===== src/rtl/fir_xifu_pkg.sv =====
// Shared types for the FIR XIF coprocessor execute stage: decoded ops,
// writeback payload, memory request and the FSM state encoding.
package fir_xifu_pkg;

  localparam int unsigned XLEN  = 32;
  localparam int unsigned ID_W  = 4;
  localparam int unsigned REG_W = 5;
  localparam int unsigned IMM_W = 12;

  localparam logic [1:0] PRIV_MACHINE = 2'b11;
  localparam logic [2:0] SIZE_WORD    = 3'b010;
  localparam logic [3:0] BE_WORD      = 4'hF;

  typedef enum logic [1:0] {
    INSTR_NONE     = 2'd0,
    INSTR_XFIRLW   = 2'd1,
    INSTR_XFIRSW   = 2'd2,
    INSTR_XFIRDOTP = 2'd3
  } fir_xifu_instr_e;

  typedef enum logic [1:0] {
    IDLE     = 2'd0,
    MEM_REQ  = 2'd1,
    MEM_WAIT = 2'd2
  } fir_xifu_state_e;

  typedef struct packed {
    fir_xifu_instr_e   instr;
    logic [ID_W-1:0]   id;
    logic [REG_W-1:0]  rs1;
    logic [REG_W-1:0]  rd;
    logic [XLEN-1:0]   rs1_val;
    logic [IMM_W-1:0]  imm;
    logic [XLEN-1:0]   op_a;
    logic [XLEN-1:0]   op_b;
    logic [XLEN-1:0]   acc;
    logic [XLEN-1:0]   wdata;
  } fir_xifu_id2ex_t;

  typedef struct packed {
    fir_xifu_instr_e   instr;
    logic [ID_W-1:0]   id;
    logic [REG_W-1:0]  rs1;
    logic [REG_W-1:0]  rd;
    logic [XLEN-1:0]   result;
  } fir_xifu_ex2wb_t;

  typedef struct packed {
    logic [ID_W-1:0]   id;
    logic [XLEN-1:0]   addr;
    logic [1:0]        mode;
    logic              we;
    logic [2:0]        size;
    logic [3:0]        be;
    logic [1:0]        attr;
    logic [XLEN-1:0]   wdata;
    logic              last;
    logic              spec;
  } x_mem_req_t;

  function automatic logic [XLEN-1:0] sext_imm(input logic [IMM_W-1:0] imm);
    return {{(XLEN-IMM_W){imm[IMM_W-1]}}, imm};
  endfunction

  // Word access at the unincremented base address; store data only for XFIRSW.
  function automatic x_mem_req_t build_mem_req(input fir_xifu_id2ex_t op);
    x_mem_req_t req;
    req       = '0;
    req.id    = op.id;
    req.addr  = op.rs1_val;
    req.mode  = PRIV_MACHINE;
    req.we    = (op.instr == INSTR_XFIRSW);
    req.size  = SIZE_WORD;
    req.be    = BE_WORD;
    req.attr  = 2'b00;
    req.wdata = (op.instr == INSTR_XFIRSW) ? op.wdata : '0;
    req.last  = 1'b1;
    req.spec  = 1'b0;
    return req;
  endfunction

endpackage


===== src/rtl/cv32e40x_if_xif.sv =====
// Minimal eXtension-interface memory request channel used by the execute stage.
interface cv32e40x_if_xif;
  import fir_xifu_pkg::*;

  logic       mem_valid;
  logic       mem_ready;
  x_mem_req_t mem_req;

  modport coproc_mem (output mem_valid, output mem_req, input mem_ready);
  modport cpu_mem    (input mem_valid, input mem_req, output mem_ready);
endinterface


===== src/rtl/fir_xifu_dotp.sv =====
// Combinational Q-format dual 16-bit dot product with accumulate.
module fir_xifu_dotp
  import fir_xifu_pkg::*;
#(
  parameter int unsigned FRAC_BITS = 15
) (
  input  logic [XLEN-1:0] op_a,
  input  logic [XLEN-1:0] op_b,
  input  logic [XLEN-1:0] acc,
  output logic [XLEN-1:0] result_c
);

  localparam int unsigned PW = 33;

  logic signed [PW-1:0] a_lo, a_hi, b_lo, b_hi;
  logic signed [PW-1:0] p_lo, p_hi, sum, shifted;

  // 33 bits holds the one overflow case: (-32768)^2 + (-32768)^2 = 2^31.
  always_comb begin
    a_lo     = PW'($signed(op_a[15:0]));
    a_hi     = PW'($signed(op_a[31:16]));
    b_lo     = PW'($signed(op_b[15:0]));
    b_hi     = PW'($signed(op_b[31:16]));
    p_lo     = a_lo * b_lo;
    p_hi     = a_hi * b_hi;
    sum      = p_lo + p_hi;
    shifted  = sum >>> FRAC_BITS;
    result_c = acc + XLEN'(shifted);
  end

endmodule


===== src/rtl/fir_xifu_ex.sv =====
// Execute stage of the FIR XIF coprocessor: single-cycle dot product and
// post-increment load/store issuing one memory request per instruction.
module fir_xifu_ex
  import fir_xifu_pkg::*;
#(
  parameter int unsigned FRAC_BITS = 15
) (
  input  logic                     clk_i,
  input  logic                     rst_ni,
  input  fir_xifu_id2ex_t          id2ex_i,
  input  logic                     id_valid_i,
  output logic                     ex_ready_o,
  cv32e40x_if_xif.coproc_mem       xif_mem_o,
  input  logic                     mem_result_valid_i,
  output fir_xifu_ex2wb_t          ex2wb_o
);

  fir_xifu_state_e state;
  x_mem_req_t      mem_req;
  logic [XLEN-1:0] dotp_result_c;
  logic            accept_c;

  fir_xifu_dotp #(.FRAC_BITS(FRAC_BITS)) u_dotp (
    .op_a     (id2ex_i.op_a),
    .op_b     (id2ex_i.op_b),
    .acc      (id2ex_i.acc),
    .result_c (dotp_result_c)
  );

  // Ready in the completion cycle of MEM_WAIT allows back-to-back issue.
  assign ex_ready_o = (state == IDLE) || ((state == MEM_WAIT) && mem_result_valid_i);
  assign accept_c   = id_valid_i && ex_ready_o;

  assign xif_mem_o.mem_valid = (state == MEM_REQ);
  assign xif_mem_o.mem_req   = mem_req;

  always_ff @(posedge clk_i or negedge rst_ni) begin
    if (!rst_ni) begin
      state         <= IDLE;
      ex2wb_o       <= '0;
      ex2wb_o.instr <= INSTR_NONE;
      mem_req       <= '0;
    end else begin
      case (state)
        MEM_REQ: begin
          if (xif_mem_o.mem_ready) state <= MEM_WAIT;
        end
        default: begin
          // IDLE, or MEM_WAIT in its completion cycle
          if (ex_ready_o) begin
            state <= IDLE;
            if (accept_c) begin
              case (id2ex_i.instr)
                INSTR_XFIRDOTP: begin
                  ex2wb_o.instr  <= INSTR_XFIRDOTP;
                  ex2wb_o.id     <= id2ex_i.id;
                  ex2wb_o.rs1    <= id2ex_i.rs1;
                  ex2wb_o.rd     <= id2ex_i.rd;
                  ex2wb_o.result <= dotp_result_c;
                end
                INSTR_XFIRLW, INSTR_XFIRSW: begin
                  ex2wb_o.instr  <= id2ex_i.instr;
                  ex2wb_o.id     <= id2ex_i.id;
                  ex2wb_o.rs1    <= id2ex_i.rs1;
                  ex2wb_o.rd     <= id2ex_i.rd;
                  ex2wb_o.result <= id2ex_i.rs1_val + sext_imm(id2ex_i.imm);
                  mem_req        <= build_mem_req(id2ex_i);
                  state          <= MEM_REQ;
                end
                default: ex2wb_o.instr <= INSTR_NONE;
              endcase
            end else if (state == IDLE) begin
              ex2wb_o.instr <= INSTR_NONE;
            end
          end
        end
      endcase
    end
  end

endmodule


===== src/flat_wrapper.sv =====
// flat-port wrapper written by rule: the top's interface ports become plain ports
module fir_xifu_ex_flat import fir_xifu_pkg::*;
#(
  parameter int unsigned FRAC_BITS = 15
)
  (clk_i, rst_ni, id2ex_i, id_valid_i, ex_ready_o, mem_result_valid_i, ex2wb_o, xif_mem_o_mem_valid, xif_mem_o_mem_req, xif_mem_o_mem_ready);
  cv32e40x_if_xif xif_mem_o_i ();
  input  logic clk_i;
  input  logic rst_ni;
  input  fir_xifu_id2ex_t id2ex_i;
  input  logic id_valid_i;
  output logic ex_ready_o;
  input  logic mem_result_valid_i;
  output fir_xifu_ex2wb_t ex2wb_o;
  output wire logic [$bits(xif_mem_o_i.mem_valid)-1:0] xif_mem_o_mem_valid;
  output wire logic [$bits(xif_mem_o_i.mem_req)-1:0] xif_mem_o_mem_req;
  input wire logic [$bits(xif_mem_o_i.mem_ready)-1:0] xif_mem_o_mem_ready;
  assign xif_mem_o_mem_valid = xif_mem_o_i.mem_valid;
  assign xif_mem_o_mem_req = xif_mem_o_i.mem_req;
  assign xif_mem_o_i.mem_ready = xif_mem_o_mem_ready;
  fir_xifu_ex #(.FRAC_BITS(FRAC_BITS)) u_core (.clk_i(clk_i), .rst_ni(rst_ni), .id2ex_i(id2ex_i), .id_valid_i(id_valid_i), .ex_ready_o(ex_ready_o), .xif_mem_o(xif_mem_o_i), .mem_result_valid_i(mem_result_valid_i), .ex2wb_o(ex2wb_o));
endmodule

===== config.mk =====
export PLATFORM = sky130hd
export DESIGN_NAME = fir_xifu_ex_flat
export DESIGN_NICKNAME = d
export VERILOG_FILES = /design/src/rtl/fir_xifu_pkg.sv /design/src/rtl/cv32e40x_if_xif.sv /design/src/rtl/fir_xifu_dotp.sv /design/src/rtl/fir_xifu_ex.sv /design/src/flat_wrapper.sv
export SDC_FILE = /design/constraint.sdc
export NUM_CORES = 2
export LEC_CHECK = 0
export ABC_CLOCK_PERIOD_IN_PS = 2700
export CAP_MARGIN = 20
export CORE_MARGIN = 10
export CORE_UTILIZATION = 45
export CTS_BUF_LIST = sky130_fd_sc_hd__clkbuf_2 sky130_fd_sc_hd__clkbuf_4 sky130_fd_sc_hd__clkbuf_8
export CTS_CLUSTER_DIAMETER = 30
export DETAILED_ROUTE_END_ITERATION = 10
export GPL_TIMING_DRIVEN = 0
export PLACE_DENSITY_LB_ADDON = 0.1
export SLEW_MARGIN = 20
export SYNTH_ARGS = -nofsm -noshare
export SYNTH_HDL_FRONTEND = slang
export SYNTH_HIERARCHICAL = 1
export SYNTH_SLANG_ARGS = --single-unit
export TNS_END_PERCENT = 20

===== constraint.sdc =====
create_clock -name clk_i -period 2.7 [get_ports clk_i]
set_clock_uncertainty 0.2 [all_clocks]
set_input_delay 0.405 -clock clk_i [delete_from_list [all_inputs] [get_ports clk_i]]
set_output_delay 0.405 -clock clk_i [all_outputs]
set_load 0.03 [all_outputs]

* Yosys cells after proc, flatten, opt, wreduce, memory -nomap -nowiden
Cells that the tools add are included.
** Operators by class
- Mux-type cells :: 10
- Bitwise gates (word level) :: 1
- Reductions and logical operators :: 12
- Multipliers :: 2
- Add/sub/neg operators :: 3
- Equal/unequal tests :: 6
** Operator list (count)
- 46-bit case mux with 2 select lines :: 1
- 32-bit adder :: 2
- 16-bit by 16-bit multiplier with 32-bit output :: 2
- 32-bit by 32-bit adder with 33-bit output :: 1
- 32-bit two-way mux :: 1
- 2-bit two-way mux :: 6
- 4-bit AND reduction :: 2
- 2-bit == test, second input constant :: 3
- 2-bit nonzero test :: 3
- 2-bit by 1-bit == test with 1-bit output, second input constant :: 2
- 2-bit case mux with 2 select lines :: 1
- 3-bit AND reduction :: 1
- 1-bit logical AND :: 2
- 2-bit zero test :: 1
- 2-bit by 1-bit inequality test with 1-bit output, second input constant :: 1
- 2-bit AND reduction :: 1
- 2-bit OR reduction :: 1
- 1-bit logical OR :: 1
- 1-bit two-way mux :: 1
- 1-bit NOT :: 1
** Storage, ports and cells
- Word-level logic and storage cells :: 47
- Input bits :: 193
- Register bits :: 122
- Output and inout port bits :: 132

* Logic depth before layout (Yosys ltp)
- Depth after elaboration :: 7
- Gate-level depth with buffers :: 42
- Gate-level depth less buffers :: 42

* Hierarchy
Netlist, hierarchy kept.
** By module, submodules not included
- fir_xifu_dotp :: seq. area each 0.0 um2, instances 1, area each 20903.8 um2, cells an instance 2238
- fir_xifu_ex :: seq. area each 3002.9 um2, instances 1, area each 6700.2 um2, cells an instance 729

* Worst setup path before layout
OpenSTA, ideal clock, no wires.
- Path kind :: input -> register
- From :: input port id2ex_i[127] in the netlist's numbering
- To :: register u_core/ex2wb_o[30] (netlist name)
- Library setup time :: 0.094 ns
- Setup slack :: -7.150 ns
- Required time :: 2.406 ns
- Buffers on the path :: 1
- Arrival time :: 9.556 ns
- Stages :: 37
- Cell sequence :: clkbuf_1 > nand2_1 > fa_1 > inv_1 > fa_1 > inv_1 > fa_1 > inv_1 > fa_1 > fa_1 > fa_1 > fa_1 > inv_1 > fa_1 > inv_1 > ha_1 > a2111oi_0 > o21ai_1 > o21a_1 > a22o_1 > a311oi_4 > a21oi_2 > xnor2_2 > ha_1 > a21o_1 > a21oi_1 > inv_2 > nor3b_1 > a21oi_2 > a211oi_1 > o21ai_1 > a21oi_1 > xnor2_1 > nor2_1 > a311oi_1 > a21oi_1 > a211oi_1
** On the way
- Longest elaborated chain between the ends :: 4
** RTL lines
- start: declaration :: RTL line flat_wrapper.sv:10 : input fir_xifu_id2ex_t id2ex_i;
- 16-bit by 16-bit multiplier with 32-bit output :: RTL line fir_xifu_dotp.sv:25 : p_hi = a_hi * b_hi;
- 32-bit by 32-bit adder with 33-bit output :: RTL line fir_xifu_dotp.sv:26 : sum = p_lo + p_hi;
- 32-bit adder :: RTL line fir_xifu_dotp.sv:28 : result_c = acc + XLEN'(shifted);
- net u_core.dotp_result_c[30] :: RTL line fir_xifu_ex.sv:20 : logic [XLEN-1:0] dotp_result_c;
- 46-bit case mux with 2 select lines :: RTL line fir_xifu_ex.sv:53 : case (id2ex_i.instr)
The timed path passes the listed nets, and every way through them passes these cells. The select of a mux whose other input is x is not followed.
A chain may end at the register's enable or synchronous reset.

* Worst setup path after layout
- From :: input port id2ex_i[68] in the netlist's numbering
- To :: register u_core/ex2wb_o[30] (netlist name)
** On the way
- Longest elaborated chain between the ends :: 4
** RTL lines
- 16-bit by 16-bit multiplier with 32-bit output :: RTL line fir_xifu_dotp.sv:24 : p_lo = a_lo * b_lo;
- 32-bit by 32-bit adder with 33-bit output :: RTL line fir_xifu_dotp.sv:26
- 32-bit adder :: RTL line fir_xifu_dotp.sv:28
- net u_core.dotp_result_c[30] :: RTL line fir_xifu_ex.sv:20
- 46-bit case mux with 2 select lines :: RTL line fir_xifu_ex.sv:53
The timed path passes the listed nets, and every way through them passes these cells. The select of a mux whose other input is x is not followed.

==> impl_metrics.ini <==
[critical_path]
setup.worst_path.end_class = flop
cpMostUsedCell = fa_1
crit_path_max_incr_delay_ns = 0.59
critical_path.max_fanout = 7
required_ns = 2.87
r2r_slack_ns = -0.20
slowest_stage = fa_1
r2r_end = u_core/ex2wb_o[29]
worst-r2r-cell-count = 6
cp-startpoint = id2ex_i[68]
start_kind = input port
r2r_start = u_core/state[1]
path_class = in2reg
cp.arrival_ns = 9.63

[timing]
fin_hold_ws_ns = 0.2566
slew_violations = 0
rsz0062_at_grt = true
worstMarginPinSlew_ns = 0.9217
final.period_utilization_pct = 350.5
period_needed_ns = 9.464
fin_ws_ns = -6.764
hold_violations = 0
max_clock_freq_mhz = 105.7
setup_viol = 46
max_slew_margin_pct = 38.55

[min_path]
min_path_type = in2async

[global_route]
grt_overflow = 0
antenna_found_initial = 7
track_usage_pct = 24.87
grt_pass1_vias = 23579
grt_pass1_wl_um = 135600
grt_max_degree = 78

[synth]
synth_top_flop_cell = dfrtp_1
ys_seq_area_share_pct = 10.88
synth.distinct_cells = 74
netlist_area_um2 = 27600
synth_edf_count = 0
synth.avg_cell_area_um2 = 9.304
synth_cells = 2967
async_flop_share_pct = 100.0
ys_ff_latch = 120
ys_warn_count = 6

[routing]
drt_iter0_drc = 1365
route.detailed.drc = 0
ant_nets = 0
via_per_inst = 5.222
wl_per_cell_um = 20.77
wl_um = 88490
vias = 22244
firstDrtPassIters = 5

[cts]
insertion_delay_ns = 0.46
cts-root-buf = clkbuf_8
cts.sinks = 120
clkTransAtPathRegs_ns = 0.08
cts_tree = yes
cts_buffers = 17
clock_path_buffers = 2
h-tree-depth = 4

[finish]
syn2layout_area_growth_pct = 28.38
layout-drive-gt1-share_pct = 16.96
final_nets = 4448
instances_no_fill = 4260

[placed_design]
gp_congestion = 0.9597
port_buffers = 319
dp_hpwl_um = 74640
dp_cells = 4073

[outcome]
outcome = finished, violations left
failed_checks = setup timing

[floorplanning]
dieArea_um2 = 71650
io_pins = 325
coreArea_um2 = 60580
num_rows = 90
die_width_um = 267.7
die_h_um = 267.7
start_util_pct = 45.56

[run]
drv_cap = 0
==> what timing repair did <==
item / in CTS / in global routing
cloned: 2 / 2
endpoints found under the hold margin: 43 / 0
buffers inserted: 71 / 73
hold buffers: 1 / 0
endpoints found under the setup margin: 117 / 98
pin swaps: 86 / 133
resized for setup: 570 / 238
==> how the worst max path moves through the flow <==
stage / to / slack, ns / cells past startpoint
2_1_floorplan: u_core/ex2wb_o[30] / -6.34 / 37
3_3_place_gp: u_core/ex2wb_o[30] / -8.46 / 39
3_5_place_dp: u_core/ex2wb_o[30] / -8.54 / 37
4_1_cts: u_core/ex2wb_o[30] / -6.73 / 38
5_1_grt: u_core/ex2wb_o[30] / -6.98 / 38
6_report: u_core/ex2wb_o[30] / -6.76 / 38
==> logic make-up (layout without fill, tap and decap cells) <==
group	count (synthesis)	count (layout)	share of synthesized area (%)
and+or+nand+nor	850	850	14.96
adders and majority gates	798	798	52.08
buffers and inverters	755	1252	10.45
AOI/OAI and AO/OA	309	309	6.949
DFF	120	120	10.88
xor gates and xnor gates	85	85	2.724
muxes	49	49	1.945
other	1	15	0.01359
==> final cells by class <==
class                      count  area (um^2)
fill                        5424        25150
clock inverter                13        205.2
timing repair buffer         469         4514
tap                          782        978.4
sequential                   120         3003
clock buffer                  17        234.0
inverter                     638         2414
buffer                       115         1344
multi-input combinational   2096        22720
antenna                       10        25.02
==> flip-flops by register name, indices dropped and copies added (netlist names) <==
register	flops
u_core/xif_mem_o.mem_req	70
u_core/ex2wb_o	48
u_core/state	2
==> worst max-delay path, delay by kind of cell <==
family | cells | cell delay (ns)
AND/OR/NAND/NOR | 6 | 1.21
AO/OA/AOI/OAI | 14 | 2.44
XOR/XNOR | 2 | 0.30
adder cells (fa/ha/maj) | 10 | 4.70
buffers and inverters | 6 | 0.56
==> layer usage <==
metal | vias to the layer above | GRT usage, % | share of wire [%]
met5 | - | 0 | 0
met4 | 0 | 5.511 | 2.2
met3 | 103 | 4.155 | 6.6
met2 | 693 | 43.26 | 51
met1 | 11479 | 31.97 | 40
li1 | 9969 | - | -
==> stage by stage <==
stage          setup WS, ns  cell area [um^2]  setup TNS, ns  utilization [%]
2_1_floorplan        -6.340             28060        -177.24                -
3_3_place_gp         -8.464             32230        -768.25            53.20
3_5_place_dp         -8.541             32260        -310.62            53.25
4_1_cts              -6.726             34150        -188.15            56.37
5_1_grt              -6.979             35430        -203.09            58.47
6_report             -6.764             35440        -192.20            58.49
==> cells in the final DEF, fill, tap and decap left out, types with 14 or more instances in the layout <==
| cell | count |
|---|---|
| and2_1 | 231 |
| fa_1 | 551 |
| inv_2 | 28 |
| buf_2 | 17 |
| and3_1 | 17 |
| buf_4 | 146 |
| nand2b_1 | 19 |
| buf_8 | 31 |
| nor2_1 | 73 |
| xor2_1 | 24 |
| a21o_1 | 24 |
| inv_1 | 604 |
| ha_4 | 20 |
| a21oi_2 | 27 |
| ha_1 | 187 |
| clkdlybuf4s50_1 | 253 |
| nand4_1 | 18 |
| mux2_2 | 37 |
| buf_6 | 37 |
| o21ai_1 | 27 |
| nand3_1 | 18 |
| dfrtp_1 | 120 |
| clkbuf_8 | 35 |
| a21oi_1 | 72 |
| xnor2_1 | 51 |
| and2_4 | 18 |
| o21ai_0 | 60 |
| clkbuf_1 | 28 |
| clkbuf_16 | 19 |
| nand2_1 | 380 |
| nor2b_1 | 14 |
| fa_2 | 34 |
==> synth_stat cells (3+ instances only) <==
master	instances	area, um^2
fa_1	585	11710
o21ai_1	15	75.07
buf_2	5	25.02
or2_2	4	25.02
nand3b_1	3	22.52
o31ai_1	4	30.03
xnor2_1	56	490.5
nor2_1	77	289.0
ha_1	213	2665
inv_1	636	2387
o21a_1	14	105.1
a31oi_1	6	37.54
a211oi_1	9	67.56
o21ai_0	78	390.4
nor4_1	5	31.28
o21bai_1	11	82.58
a21o_1	24	180.2
a21oi_1	99	495.5
xor2_1	28	245.2
o211ai_1	6	45.04
nand3_1	22	110.1
clkbuf_1	97	364.1
buf_4	12	90.09
a21oi_2	3	26.28
nor2b_1	15	93.84
mux2_2	37	416.7
dfrtp_1	120	3003
and2_1	249	1558
nor3_1	12	60.06
nand4_1	18	112.6
nand2b_1	19	118.9
mux2i_1	12	120.1
o221ai_1	3	26.28
buf_1	3	11.26
a311oi_1	3	26.28
nand2_1	396	1486
and3_1	19	118.9
a211o_1	5	43.79
Power is not shown: default switching activity piles up to over one toggle a cycle in this logic, so the estimate is an artifact.
